--- src/rtl/ssd_pkg.sv ---
//==============================================================================
// Module   : ssd_pkg
// Brief    : Shared constants for the seven-segment scan decoder.
// Revision : 1.0 - initial release
//==============================================================================
`default_nettype none

package ssd_pkg;

  // Active-low segment patterns, bit0 = a .. bit6 = g
  localparam logic [6:0] SEG_0     = 7'b1000000;
  localparam logic [6:0] SEG_1     = 7'b1111001;
  localparam logic [6:0] SEG_2     = 7'b0100100;
  localparam logic [6:0] SEG_3     = 7'b0110000;
  localparam logic [6:0] SEG_4     = 7'b0011001;
  localparam logic [6:0] SEG_5     = 7'b0010010;
  localparam logic [6:0] SEG_6     = 7'b0000010;
  localparam logic [6:0] SEG_7     = 7'b1111000;
  localparam logic [6:0] SEG_8     = 7'b0000000;
  localparam logic [6:0] SEG_9     = 7'b0010000;
  localparam logic [6:0] SEG_A     = 7'b0001000;
  localparam logic [6:0] SEG_B     = 7'b0000011;
  localparam logic [6:0] SEG_C     = 7'b1000110;
  localparam logic [6:0] SEG_D     = 7'b0100001;
  localparam logic [6:0] SEG_E     = 7'b0000110;
  localparam logic [6:0] SEG_F     = 7'b0001110;
  localparam logic [6:0] SEG_BLANK = 7'b1111111;

  localparam logic [1:0] ERR_NONE = 2'b00;
  localparam logic [1:0] ERR_SEG  = 2'b01;
  localparam logic [1:0] ERR_AN   = 2'b10;

  typedef enum logic [0:0] {
    ST_WAIT = 1'b0,
    ST_HELD = 1'b1
  } state_t;

endpackage

`default_nettype wire

--- src/rtl/ssd_pattern_decode.sv ---
//==============================================================================
// Module   : ssd_pattern_decode
// Brief    : Maps an active-low segment pattern to {legal, blank, nibble}.
// Revision : 1.0 - initial release
//==============================================================================
`default_nettype none

module ssd_pattern_decode
  import ssd_pkg::*;
(
  input  logic [6:0] seg,
  output logic       legal,
  output logic       blank,
  output logic [3:0] nibble
);

  always_comb begin
    legal  = 1'b1;
    blank  = 1'b0;
    nibble = 4'h0;
    case (seg)
      SEG_0:     nibble = 4'h0;
      SEG_1:     nibble = 4'h1;
      SEG_2:     nibble = 4'h2;
      SEG_3:     nibble = 4'h3;
      SEG_4:     nibble = 4'h4;
      SEG_5:     nibble = 4'h5;
      SEG_6:     nibble = 4'h6;
      SEG_7:     nibble = 4'h7;
      SEG_8:     nibble = 4'h8;
      SEG_9:     nibble = 4'h9;
      SEG_A:     nibble = 4'hA;
      SEG_B:     nibble = 4'hB;
      SEG_C:     nibble = 4'hC;
      SEG_D:     nibble = 4'hD;
      SEG_E:     nibble = 4'hE;
      SEG_F:     nibble = 4'hF;
      SEG_BLANK: begin
        legal = 1'b0;
        blank = 1'b1;
      end
      default:   legal = 1'b0;
    endcase
  end

endmodule

`default_nettype wire

--- src/rtl/ssd_scan_decoder.sv ---
//==============================================================================
// Module   : ssd_scan_decoder
// Brief    : Glitch-filtered reader of a multiplexed seven-segment bus.
// Revision : 1.0 - initial release
//==============================================================================
`default_nettype none

module ssd_scan_decoder #(
  parameter int NUM_DIGITS    = 4,
  parameter int STABLE_CYCLES = 4,
  parameter int CNT_W         = 8
) (
  input  logic                    clk,
  input  logic                    rst,
  input  logic [6:0]              seg,
  input  logic [NUM_DIGITS-1:0]   an,
  output logic [4*NUM_DIGITS-1:0] digits,
  output logic [NUM_DIGITS-1:0]   digit_valid,
  output logic                    frame_valid,
  output logic                    err,
  output logic [1:0]              err_code
);

  import ssd_pkg::*;

  localparam logic [CNT_W-1:0] C_CNT_MAX = CNT_W'(STABLE_CYCLES - 1);

  state_t                    r_state;
  logic [CNT_W-1:0]          r_cnt;
  logic [6:0]                r_seg_q;
  logic [NUM_DIGITS-1:0]     r_an_q;
  logic [4*NUM_DIGITS-1:0]   r_digits;
  logic [NUM_DIGITS-1:0]     r_valid;
  logic [NUM_DIGITS-1:0]     r_seen;
  logic                      r_frame_valid;
  logic                      r_err;
  logic [1:0]                r_err_code;

  logic                      w_legal;
  logic                      w_blank;
  logic [3:0]                w_nibble;
  logic                      w_change;
  logic                      w_accept;
  logic [NUM_DIGITS-1:0]     w_act;
  logic                      w_none;
  logic                      w_multi;
  logic                      w_slot;
  logic                      w_err_an;
  logic                      w_err_seg;
  logic [NUM_DIGITS-1:0]     w_upd;
  logic                      w_seen_full;

  ssd_pattern_decode u_decode (
    .seg    (r_seg_q),
    .legal  (w_legal),
    .blank  (w_blank),
    .nibble (w_nibble)
  );

  assign w_change    = (seg != r_seg_q) || (an != r_an_q);
  assign w_accept    = (r_state == ST_WAIT) && (r_cnt == C_CNT_MAX);
  // x & (x-1) is non-zero exactly when more than one anode is low
  assign w_act       = ~r_an_q;
  assign w_none      = ~|w_act;
  assign w_multi     = |(w_act & (w_act - NUM_DIGITS'(1)));
  assign w_slot      = w_accept && !w_none && !w_multi;
  assign w_err_an    = w_accept && w_multi;
  assign w_err_seg   = w_slot && !w_legal && !w_blank;
  assign w_upd       = {NUM_DIGITS{w_slot && (w_legal || w_blank)}} & w_act;
  assign w_seen_full = &r_seen;

  always_ff @(posedge clk or posedge rst) begin
    if (rst) begin
      r_state       <= ST_WAIT;
      r_cnt         <= '0;
      r_seg_q       <= SEG_BLANK;
      r_an_q        <= '1;
      r_digits      <= '0;
      r_valid       <= '0;
      r_seen        <= '0;
      r_frame_valid <= 1'b0;
      r_err         <= 1'b0;
      r_err_code    <= ERR_NONE;
    end else begin
      r_seg_q <= seg;
      r_an_q  <= an;

      if (w_change)
        r_cnt <= '0;
      else if (r_cnt != C_CNT_MAX)
        r_cnt <= r_cnt + CNT_W'(1);

      // A pair that changes on its acceptance edge must start a fresh WAIT
      case (r_state)
        ST_WAIT: if (w_accept && !w_change) r_state <= ST_HELD;
        ST_HELD: if (w_change)              r_state <= ST_WAIT;
      endcase

      r_frame_valid <= w_seen_full;
      r_seen        <= (w_seen_full ? '0 : r_seen) | w_upd;

      r_err <= w_err_an || w_err_seg;
      if (w_err_an)
        r_err_code <= ERR_AN;
      else if (w_err_seg)
        r_err_code <= ERR_SEG;

      for (int i = 0; i < NUM_DIGITS; i++) begin
        if (w_upd[i]) begin
          r_digits[4*i +: 4] <= w_blank ? 4'h0 : w_nibble;
          r_valid[i]         <= !w_blank;
        end
      end
    end
  end

  assign digits      = r_digits;
  assign digit_valid = r_valid;
  assign frame_valid = r_frame_valid;
  assign err         = r_err;
  assign err_code    = r_err_code;

endmodule

`default_nettype wire

--- config.mk ---
export PLATFORM = sky130hd
export DESIGN_NAME = ssd_scan_decoder
export DESIGN_NICKNAME = d
export VERILOG_FILES = /design/src/rtl/ssd_pkg.sv /design/src/rtl/ssd_pattern_decode.sv /design/src/rtl/ssd_scan_decoder.sv
export SDC_FILE = /design/constraint.sdc
export NUM_CORES = 1
export LEC_CHECK = 0
export CAP_MARGIN = 15
export CORE_ASPECT_RATIO = 1.4
export CORE_MARGIN = 2
export CORE_UTILIZATION = 30
export CTS_CLUSTER_DIAMETER = 200
export DETAILED_ROUTE_END_ITERATION = 7
export PLACE_DENSITY = 0.54
export SYNTH_ARGS = -nofsm -noshare
export SYNTH_HDL_FRONTEND = slang
export SYNTH_SLANG_ARGS = --single-unit
--- constraint.sdc ---
create_clock -name clk -period 3.1 [get_ports clk]
set_input_delay 0.62 -clock clk [delete_from_list [all_inputs] [get_ports clk]]
set_output_delay 0.62 -clock clk [all_outputs]
set_load 0.02 [all_outputs]
After elaboration in Yosys (flattened, before gate mapping)
Index checks and enable logic that the tools add are counted.

cells by class
  $add $sub $neg = 2
  eq/ne operators = 20
  multiplexer cells = 12
  bitwise gates (word level) = 5
  reductions and logical operators = 22

operators with widths
  operator             count
  $pmux 4 s15          1
  $eq 7x7->1 const B   5
  $eq 7x5->1 const B   3
  $eq 7x6->1 const B   3
  $mux 8               2
  $reduce_or 16->1     1
  $eq 7x2->1 const B   2
  $eq 7x4->1 const B   2
  $add 8x1->8 const B  1
  $and 4x4->4          2
  $eq 8x2->1 const B   1
  $logic_and 1x1->1    8
  $mux 4               2
  $ne 8x2->1 const B   1
  $reduce_or 4->1      2
  $eq 7x3->1 const B   1
  $logic_not 7->1      1
  $ne 7x7->1           1
  $logic_not 1->1      4
  $mux 1               4
  $mux 2               2
  $ne 4x4->1           1
  $not 4->4            1
  $or 4x4->4           1
  other kinds (6)      9

word-level totals
  flip-flop bits (word level) = 48
  output and inout port bits = 24

Depth between registers and ports, before layout
Gate-level depths: netlist of run 1.

  depth after elaboration = 10
  gate-level depth with buffers = 7
  mapped depth without buffers = 7

Hierarchy
From an unflattened synthesis of run 1, not the netlist that was laid out.

unflattened totals
  cell total of the unflattened synthesis = 212
  area, all modules = 2418.6 µm²

modules (own cells, without submodules)
  module              instances  cells an instance  area an instance (µm²)  seq. area each (µm²)
  ssd_scan_decoder    1          156                2079.5                  1214.9
  ssd_pattern_decode  1          56                 339.1                   0.0

Worst setup path before layout of run 1
Ideal clock, no wire load.

  path kind = reg2reg
  start point = register r_cnt[0]
  end point = register r_valid[0] (netlist: digit_valid[0])
  setup time = 0.119 ns
  data arrival time = 2.367 ns
  data required time = 2.981 ns
  setup slack = 0.614 ns
  stages on the path, launching flop included = 8
  buffers on the path = 0
  period minus slack after synthesis = 2.486 ns
  path through = dfrtp_1 ha_1 or4b_4 nor4_4 nand3b_4 or4_4 nor2_1 o21ba_2

on the way
  longest elaborated chain between the ends = 6

ends and longest elaborated chain
  what                             RTL line                 RTL
  start: declaration               ssd_scan_decoder.sv:29   logic [CNT_W-1:0] r_cnt;
  start signal: assignment         ssd_scan_decoder.sv:91   r_cnt <= r_cnt + CNT_W'(1);
  $eq 8x2->1                       ssd_scan_decoder.sv:61   assign w_accept = (r_state == ST_WAIT) && (r_cnt == C_CNT_MAX);
  $logic_and 1x1->1                ssd_scan_decoder.sv:61
  $logic_and 1x1->1 (2 in series)  ssd_scan_decoder.sv:66   assign w_slot = w_accept && !w_none && !w_multi;
  $logic_and 1x1->1                ssd_scan_decoder.sv:69   assign w_upd = {NUM_DIGITS{w_slot && (w_legal || w_blank)}} & w_act;
  $and 4x4->4                      ssd_scan_decoder.sv:69
  end signal: indexed assignment   ssd_scan_decoder.sv:111  r_valid[i] <= !w_blank;
  end: declaration                 ssd_scan_decoder.sv:33   logic [NUM_DIGITS-1:0] r_valid;

No other way between the ends.
A chain may end at the register's enable or synchronous reset.

Final worst setup path of run 1
Ends and elaborated chain as after synthesis.

==> results of run 1 <==
[stage by stage]
step | total power (W) | hold WS (ns) | cells | area, um2
floorplan | 0.0007189 | 0.4494 | 209 | 2344
global placement | 0.0007540 | 0.4634 | 340 | 2830
detailed placement | 0.0007549 | 0.4707 | 340 | 2830
CTS | 0.001221 | 0.4931 | 348 | 2947
global route | 0.001262 | 0.5222 | 348 | 2947
finish | 0.001202 | 0.4898 | 348 | 2947
[worst paths after layout]
path | start | end | slack, ns
setup / recovery | r_cnt[0] | digit_valid[0] | 0.57
hold / removal | r_seen[3] | r_seen[3] | 0.49
setup reg to reg | r_cnt[0] | digit_valid[0] | 0.57
hold reg to reg | r_seen[3] | r_seen[3] | 0.49
max in group asynchronous | rst | r_seg_q[1] | 1.62
min in group asynchronous | rst | err | 0.76
[area by class of cell]
| class | instances | area [um2] | share of cell area [%] |
|---|---|---|---|
| clock buffer | 5 | 68.82 | 2.335 |
| multi-input combinational | 144 | 1062 | 36.05 |
| tap | 100 | 125.1 | 4.246 |
| inverter | 6 | 22.52 | 0.7643 |
| clock inverter | 3 | 47.55 | 1.614 |
| timing repair buffer | 42 | 405.4 | 13.76 |
| sequential | 48 | 1215 | 41.23 |
[power breakdown]
part | total [W] | switching, W | internal, W | leakage, nW
Clock | 0.000461 | 0.000218 | 0.000243 | 0.0583
Combinational | 0.0000744 | 0.0000388 | 0.0000356 | 0.605
Sequential | 0.000667 | 0.0000269 | 0.000640 | 0.633
Total | 0.00120 | 0.000284 | 0.000919 | 1.30
[layer usage]
metal,track usage [%],vias up
li1,-,830
met1,15.28,874
met2,23.32,36
met3,2.838,6
met4,4.887,0
met5,0,-
[cell usage after synthesis (all sizes together) (2+ instances only)]
cell and instances:
and3 3, o22a 12, nand2b 3, dfstp 11, nand2 10, nor3 5, nor2 19, or4 4
or4b 2, inv 6, dfrtp 37, xnor2 4, a21oi 2, buf 2, mux2i 2, o21ai 3
clkbuf 9, nand3 9, or3 2, xor2 16, o31ai 2, o21ba 4, o211ai 3, mux2 4
nor4 6, nand4b 2, o22ai 3, a21o 4, a211oi 2
[placed cells by master, fill, tap and decap left out, types with 2 or more instances in the layout]
cell type	count
a21o_1	4
mux2i_1	2
clkinv_4	2
xnor2_1	4
or4_1	3
xor2_1	16
o22ai_1	3
or3_1	2
clkbuf_8	5
dfstp_2	11
dfrtp_1	37
o211ai_1	3
a21oi_1	2
a211oi_1	2
and3_1	3
nor2_1	19
clkdlybuf4s50_1	36
nor4_1	4
nor3_2	3
buf_4	6
nand2b_1	3
o31ai_1	2
mux2_1	3
o22a_1	12
nand3_1	9
nand2_1	10
nand4b_1	2
o21ba_2	4
inv_1	5
o21ai_1	2
[sequential cells by signal (all words and copies together) (netlist names)]
name and flops:
digits 16, frame_valid 1, r_state 1, r_seg_q 7, err_code 2, r_an_q 4
digit_valid 4, r_seen 4, err 1, r_cnt 8
[cells by family (layout without fill, tap and decap cells)]
| kind of cell | Yosys count | in the layout |
|---|---|---|
| XOR/XNOR | 20 | 20 |
| buffers and inverters | 17 | 56 |
| adder cells (fa/ha/maj) | 2 | 2 |
| flip-flops | 48 | 48 |
| multiplexers | 6 | 6 |
| AO/OA/AOI/OAI | 43 | 43 |
| AND/OR/NAND/NOR | 73 | 73 |
[worst max-delay path, delay by kind of cell (launching register included)]
family                   cells  cell delay (ns)
AND/OR/NAND/NOR              5             1.65
flip-flops                   1             0.39
adder cells (fa/ha/maj)      1             0.24
AO/OA/AOI/OAI                1             0.16
==> summary.md, run 1 <==
| Metric | Value |
|---|---|
| CP startpoint kind | `flip-flop` |
| Final min period | `2.532 ns` |
| Initial DRC count | `62` |
| Yosys top cell area share | `39.51%` |
| Synth Register Bits | `48` |
| Die Span X | `78.70 um` |
| DR WL met3 | `209 um` |
| Highest routing layer actually used | `met4` |
| CTS Hold Bufs | `0` |
| Worst endpoint data arrival time | `2.74 ns` |
| Fill cells | `761` |
| Max Cap Violations | `0` |
| Antenna-violating nets left | `0` |
| Setup Crit Path Kind | `reg2reg` |
| Vias in the first global route | `1768` |
| Final Hold Viols | `0` |
| Die Ht | `108.6 um` |
| Clock tree sinks | `48` |
| Post-CTS sizing | `0` |
| Postcts setup bufs | `0` |
| Post-synth cell types | `55` |
| EDFF count, synth | `0` |
| Met2 routed WL | `2646 um` |
| Syn Area/Cell | `11.21 um2` |
| Gp weighted congestion | `0.8162` |
| Port buffer count | `36` |
| DRC Markers | `0` |
| Actual slew at the worst max-slew pin | `0.9510 ns` |
| Clock skew | `0.006289 ns` |
| Largest net degree at the start of global routing | `39` |
| Worst-skew pair later-pin latency | `0.30 ns` |
| P_leak | `1.296 nW` |
| Share of layout cells above drive strength 1 | `16.53%` |
| Min-delay worst type | `reg2reg` |
| Cts bufs inserted | `5` |
| Clock root buffer | `clkbuf_8` |
| Yosys top cell by area | `dfrtp_1` |
| Pwr Density | `408.0 mW/mm2` |
| Synth Flop Type | `dfrtp_1` |
| PnR worst setup slack | `0.5681 ns` |
| Critical path capture point type | `flip-flop` |
| CP required | `3.31 ns` |
| Gate Count Post-Synth | `209` |
| Synth Area in Adders | `0.9610%` |
| HPWL Detailed | `3827 um` |
| Yosys warns | `0` |
| RSZ-0062 raised after global routing | `no` |
| Mux contribution to synthesized area | `2.776%` |
| H-tree Lvls | `2` |
| DRT Pass-1 Iters | `4` |
| Metal-1 WL | `2157 um` |
| Layout net count | `261` |
| CP max FO | `9` |
| Area grow syn2layout | `25.73%` |
| Total GRT Usage | `13.08%` |
| Sequential share of the synthesized area | `51.84%` |
| CP cell instances | `ha_1 -> or4b_4 -> nor4_4 -> nand3b_4 -> or4_4 -> nor2_1 -> o21ba_2` |
| Synth Area in Compound Gates | `14.42%` |
| Main combinational cell family by area after synthesis | `simple AND/OR/NAND/NOR gates` |
| Pre-CTS setup slack | `0.5526 ns` |
| Outcome | `finished clean` |
| Setup TNS | `0 ns` |
| Synth area leaders | `dfrtp_1 40%, dfstp_2 12%, xor2_1 6.0%` |
| Post-Syn Nets | `223` |
| Slowest CP cell | `or4_4` |
| Max-slew violations | `0` |
| Clock Tree Buf Depth | `2` |
| Diodes inserted | `0` |
| Antenna violations before repair | `0` |
| Slew headroom | `35.79%` |
| Die area | `0.008544 mm2` |
| Final Setup Violations | `0` |
| Clock slew seen by the registers of the worst setup and hold paths | `0.09 ns` |
| Syn Std Cell Area | `0.002343 mm2` |
| Tcrit/Tclk final | `81.67%` |
| Core ar. | `0.007655 mm2` |
| F_max | `395.0 MHz` |
| Xor-xnor portion of the synthesized cell area | `7.475%` |
| Top-Level Pins | `37` |
| GRT Residual Overflow | `0` |
| Final WL | `5098 um` |
| CTS tree | `done` |
| VDD IR max | `0.0002273 V` |
| Biggest cell delay along the critical path | `0.60 ns` |
| Simple-gate share of the synthesized area | `19.70%` |
| # rows | `38` |
| Final Util | `38.49%` |
| Initial Util | `30.61%` |
| Vias per cell | `5.017` |
| Vias post-DR | `1746` |
| Routed len/inst | `14.65 um` |
| Hold depth | `1` |
| First-pass GRT wire length | `8714 um` |
| Register-to-Register Path Depth | `7` |
| Asr flop ratio synth | `100.0%` |
Note: power is estimated with default switching activity, not from simulation.
==> run 2: changes to the inputs <==
--- a/config.mk
+++ b/config.mk
@@ -11,7 +11,7 @@
 export CORE_UTILIZATION = 30
 export CTS_CLUSTER_DIAMETER = 200
 export DETAILED_ROUTE_END_ITERATION = 7
-export PLACE_DENSITY = 0.54
+export PLACE_DENSITY = 0.55
 export SYNTH_ARGS = -nofsm -noshare
 export SYNTH_HDL_FRONTEND = slang
 export SYNTH_SLANG_ARGS = --single-unit
==> constraint.sdc (replaced) <==
create_clock -name clk -period 2.2 [get_ports clk]
set_input_delay 0.44 -clock clk [delete_from_list [all_inputs] [get_ports clk]]
set_output_delay 0.44 -clock clk [all_outputs]
set_load 0.02 [all_outputs]
==> run 2 against run 1 <==
- the flow now finishes with violations (negative setup slack)
- clock power is 67% higher
- utilization is 5.3 points higher
- sequential power is 38% higher
==> summary.md, run 2 (synthesis results as in run 1) <==
| Metric | Value |
|---|---|
| Cts bufs inserted | `5 (unchanged)` |
| Die area | `0.008544 mm2 (unchanged)` |
| Initial DRC count | `47 (-24%)` |
| PnR worst setup slack | `-0.05595 ns (-0.6240 ns)` |
| Area grow syn2layout | `43.19%` |
| GRT Residual Overflow | `0 (unchanged)` |
| Fill cells | `742 (-2.5%)` |
| DRT Pass-1 Iters | `4 (unchanged)` |
| Tcrit/Tclk final | `102.5% (+21 points)` |
| Max Cap Violations | `0 (unchanged)` |
| CP startpoint kind | `flip-flop` |
| DP Cell Count | `369 (+8.5%)` |
| Core ar. | `0.007655 mm2 (unchanged)` |
| Top-Level Pins | `37 (unchanged)` |
| Total GRT Usage | `13.55% (+0.46 points)` |
| VDD IR max | `0.0003492 V (+54%)` |
| Final Hold Slack | `0.4702 ns (-0.01955 ns)` |
| Commonest non-fill, non-tap cells in the layout | `37 x dfrtp_1, 36 x clkdlybuf4s50_1, 34 x buf_4` |
| Commonest non-fill, non-tap cell in the layout | `dfrtp_1` |
| First-pass GRT wire length | `9114 um (+4.6%)` |
| Final Hold Viols | `0 (unchanged)` |
| H-tree Lvls | `2 (unchanged)` |
| Setup Crit Path Kind | `reg2reg` |
| Vias per cell | `4.843 (-3.5%)` |
| HPWL Detailed | `4042 um (+5.6%)` |
| Max-slew violations | `0 (unchanged)` |
| Vias in the first global route | `1875 (+6.1%)` |
| CP required | `2.39 ns (-0.92 ns)` |
| DRC Markers | `0 (unchanged)` |
| Clock skew | `0.01401 ns (+0.007722 ns)` |
| Diodes inserted | `0 (unchanged)` |
| Layout net count | `296 (+13%)` |
| Min-delay worst type | `in2async` |
| Slew headroom | `68.39% (+33 points)` |
| Antenna-violating nets left | `0 (unchanged)` |
| Pre-CTS setup slack | `-0.1306 ns (-0.6832 ns)` |
| RSZ-0062 raised after global routing | `yes` |
| F_max | `443.3 MHz (+12%)` |
| Antenna violations before repair | `0 (unchanged)` |
| Largest net degree at the start of global routing | `28 (-28%)` |
| FF-to-FF Start | `r_seg_q[0]` |
| Clock tree sinks | `48 (unchanged)` |
| P_leak | `1.487 nW (+15%)` |
| Post-route insts no fill | `383 (+10%)` |
| Setup TNS | `-0.1778 ns (-0.1778 ns)` |
| Clock root buffer | `clkbuf_8` |
| CTS tree | `done` |
| Die Span X | `78.70 um (unchanged)` |
| Actual slew at the worst max-slew pin | `0.4623 ns (-0.4887 ns)` |
| Die Ht | `108.6 um (unchanged)` |
| Vias post-DR | `1855 (+6.2%)` |
| Max FFs per register | `16 (unchanged)` |
| Clock Tree Buf Depth | `2 (unchanged)` |
| Gp weighted congestion | `0.9034 (+11%)` |
| Pwr Density | `552.7 mW/mm2 (+35%)` |
| Worst endpoint data arrival time | `2.44 ns (-0.30 ns)` |
| Final WL | `5324 um (+4.4%)` |
| Routed len/inst | `13.90 um (-5.1%)` |
| Register-to-Register Path Depth | `6 (-1)` |
| CP max FO | `5 (-4)` |
| Port buffer count | `36 (unchanged)` |
| Outcome | `complete, but fails checks` |
| Crit Reg-Reg Endpoint | `digits[11]` |
| Share of layout cells above drive strength 1 | `31.10% (+15 points)` |
| Clock slew seen by the registers of the worst setup and hold paths | `0.10 ns (about the same)` |
| Critical path capture point type | `flip-flop` |
| # rows | `38 (unchanged)` |
| R2R Setup Slk | `-0.06 ns (-0.62 ns)` |
| Final Setup Violations | `4 (+4)` |
| Initial Util | `30.61% (unchanged)` |
| Final min period | `2.256 ns (-0.2760 ns)` |
| Worst-skew pair later-pin latency | `0.30 ns (about the same)` |
| Failing checks | `negative setup slack` |
run 2: routing by layer:
metal	routed length (um)	share of wire, %	track usage, %
met1	2297	43	17.14
met2	2771	52	23.57
met4	71	1.3	4.887
met5	0	0	0
met3	183	3.4	1.753
run 2: power breakdown:
| group | switching (W) | internal (W) |
|---|---|---|
| clock network | 0.000310 | 0.000458 |
| registers | 0.0000191 | 0.000901 |
| logic | 0.0000839 | 0.0000825 |
| total | 0.000413 | 0.00144 |
run 2: worst max path at each step:
stage / start / to / slack (ns)
after floorplan: r_cnt[0] / digit_valid[0] / -0.27
after global placement: r_seg_q[1] / digits[11] / -0.09
after detailed placement: r_seg_q[1] / digits[11] / -0.13
after CTS: r_cnt[1] / digits[4] / -0.08
after global routing: r_seg_q[1] / digits[11] / -0.14
final: r_seg_q[0] / digits[11] / -0.06
run 2: critical path: stages, from the launching register on:
cell and delay (ns):
dfstp_2 0.54, or3b_4 0.39, or4_1 0.41, o211ai_1 0.18, nor4_4 0.13, nor3_2 0.17
mux2_1 0.33
run 2: layout make-up:
type	count	area [um2]	share of cell area [%]
Sequential cell	48	1215	36.20
Multi-Input combinational cell	144	1152	34.34
Timing Repair Buffer	77	703.2	20.95
Tap cell	100	125.1	3.729
Clock buffer	5	68.82	2.051
Clock inverter	3	68.82	2.051
Inverter	6	22.52	0.6711
run 2: through the flow:
stage	power (W)	cell area, um2	util [%]
floorplan	0.001018	2374	-
global placement	0.001095	3092	40.39
detailed placement	0.001096	3092	40.39
CTS	0.001873	3291	42.99
global route	0.001943	3356	43.84
finish	0.001855	3356	43.84
run 2: what timing repair did:
item	CTS	global route
endpoints found under the setup margin	22	26
buffers inserted	3	4
pin swaps	5	6
hold buffers	0	0
gates resized for setup	8	10
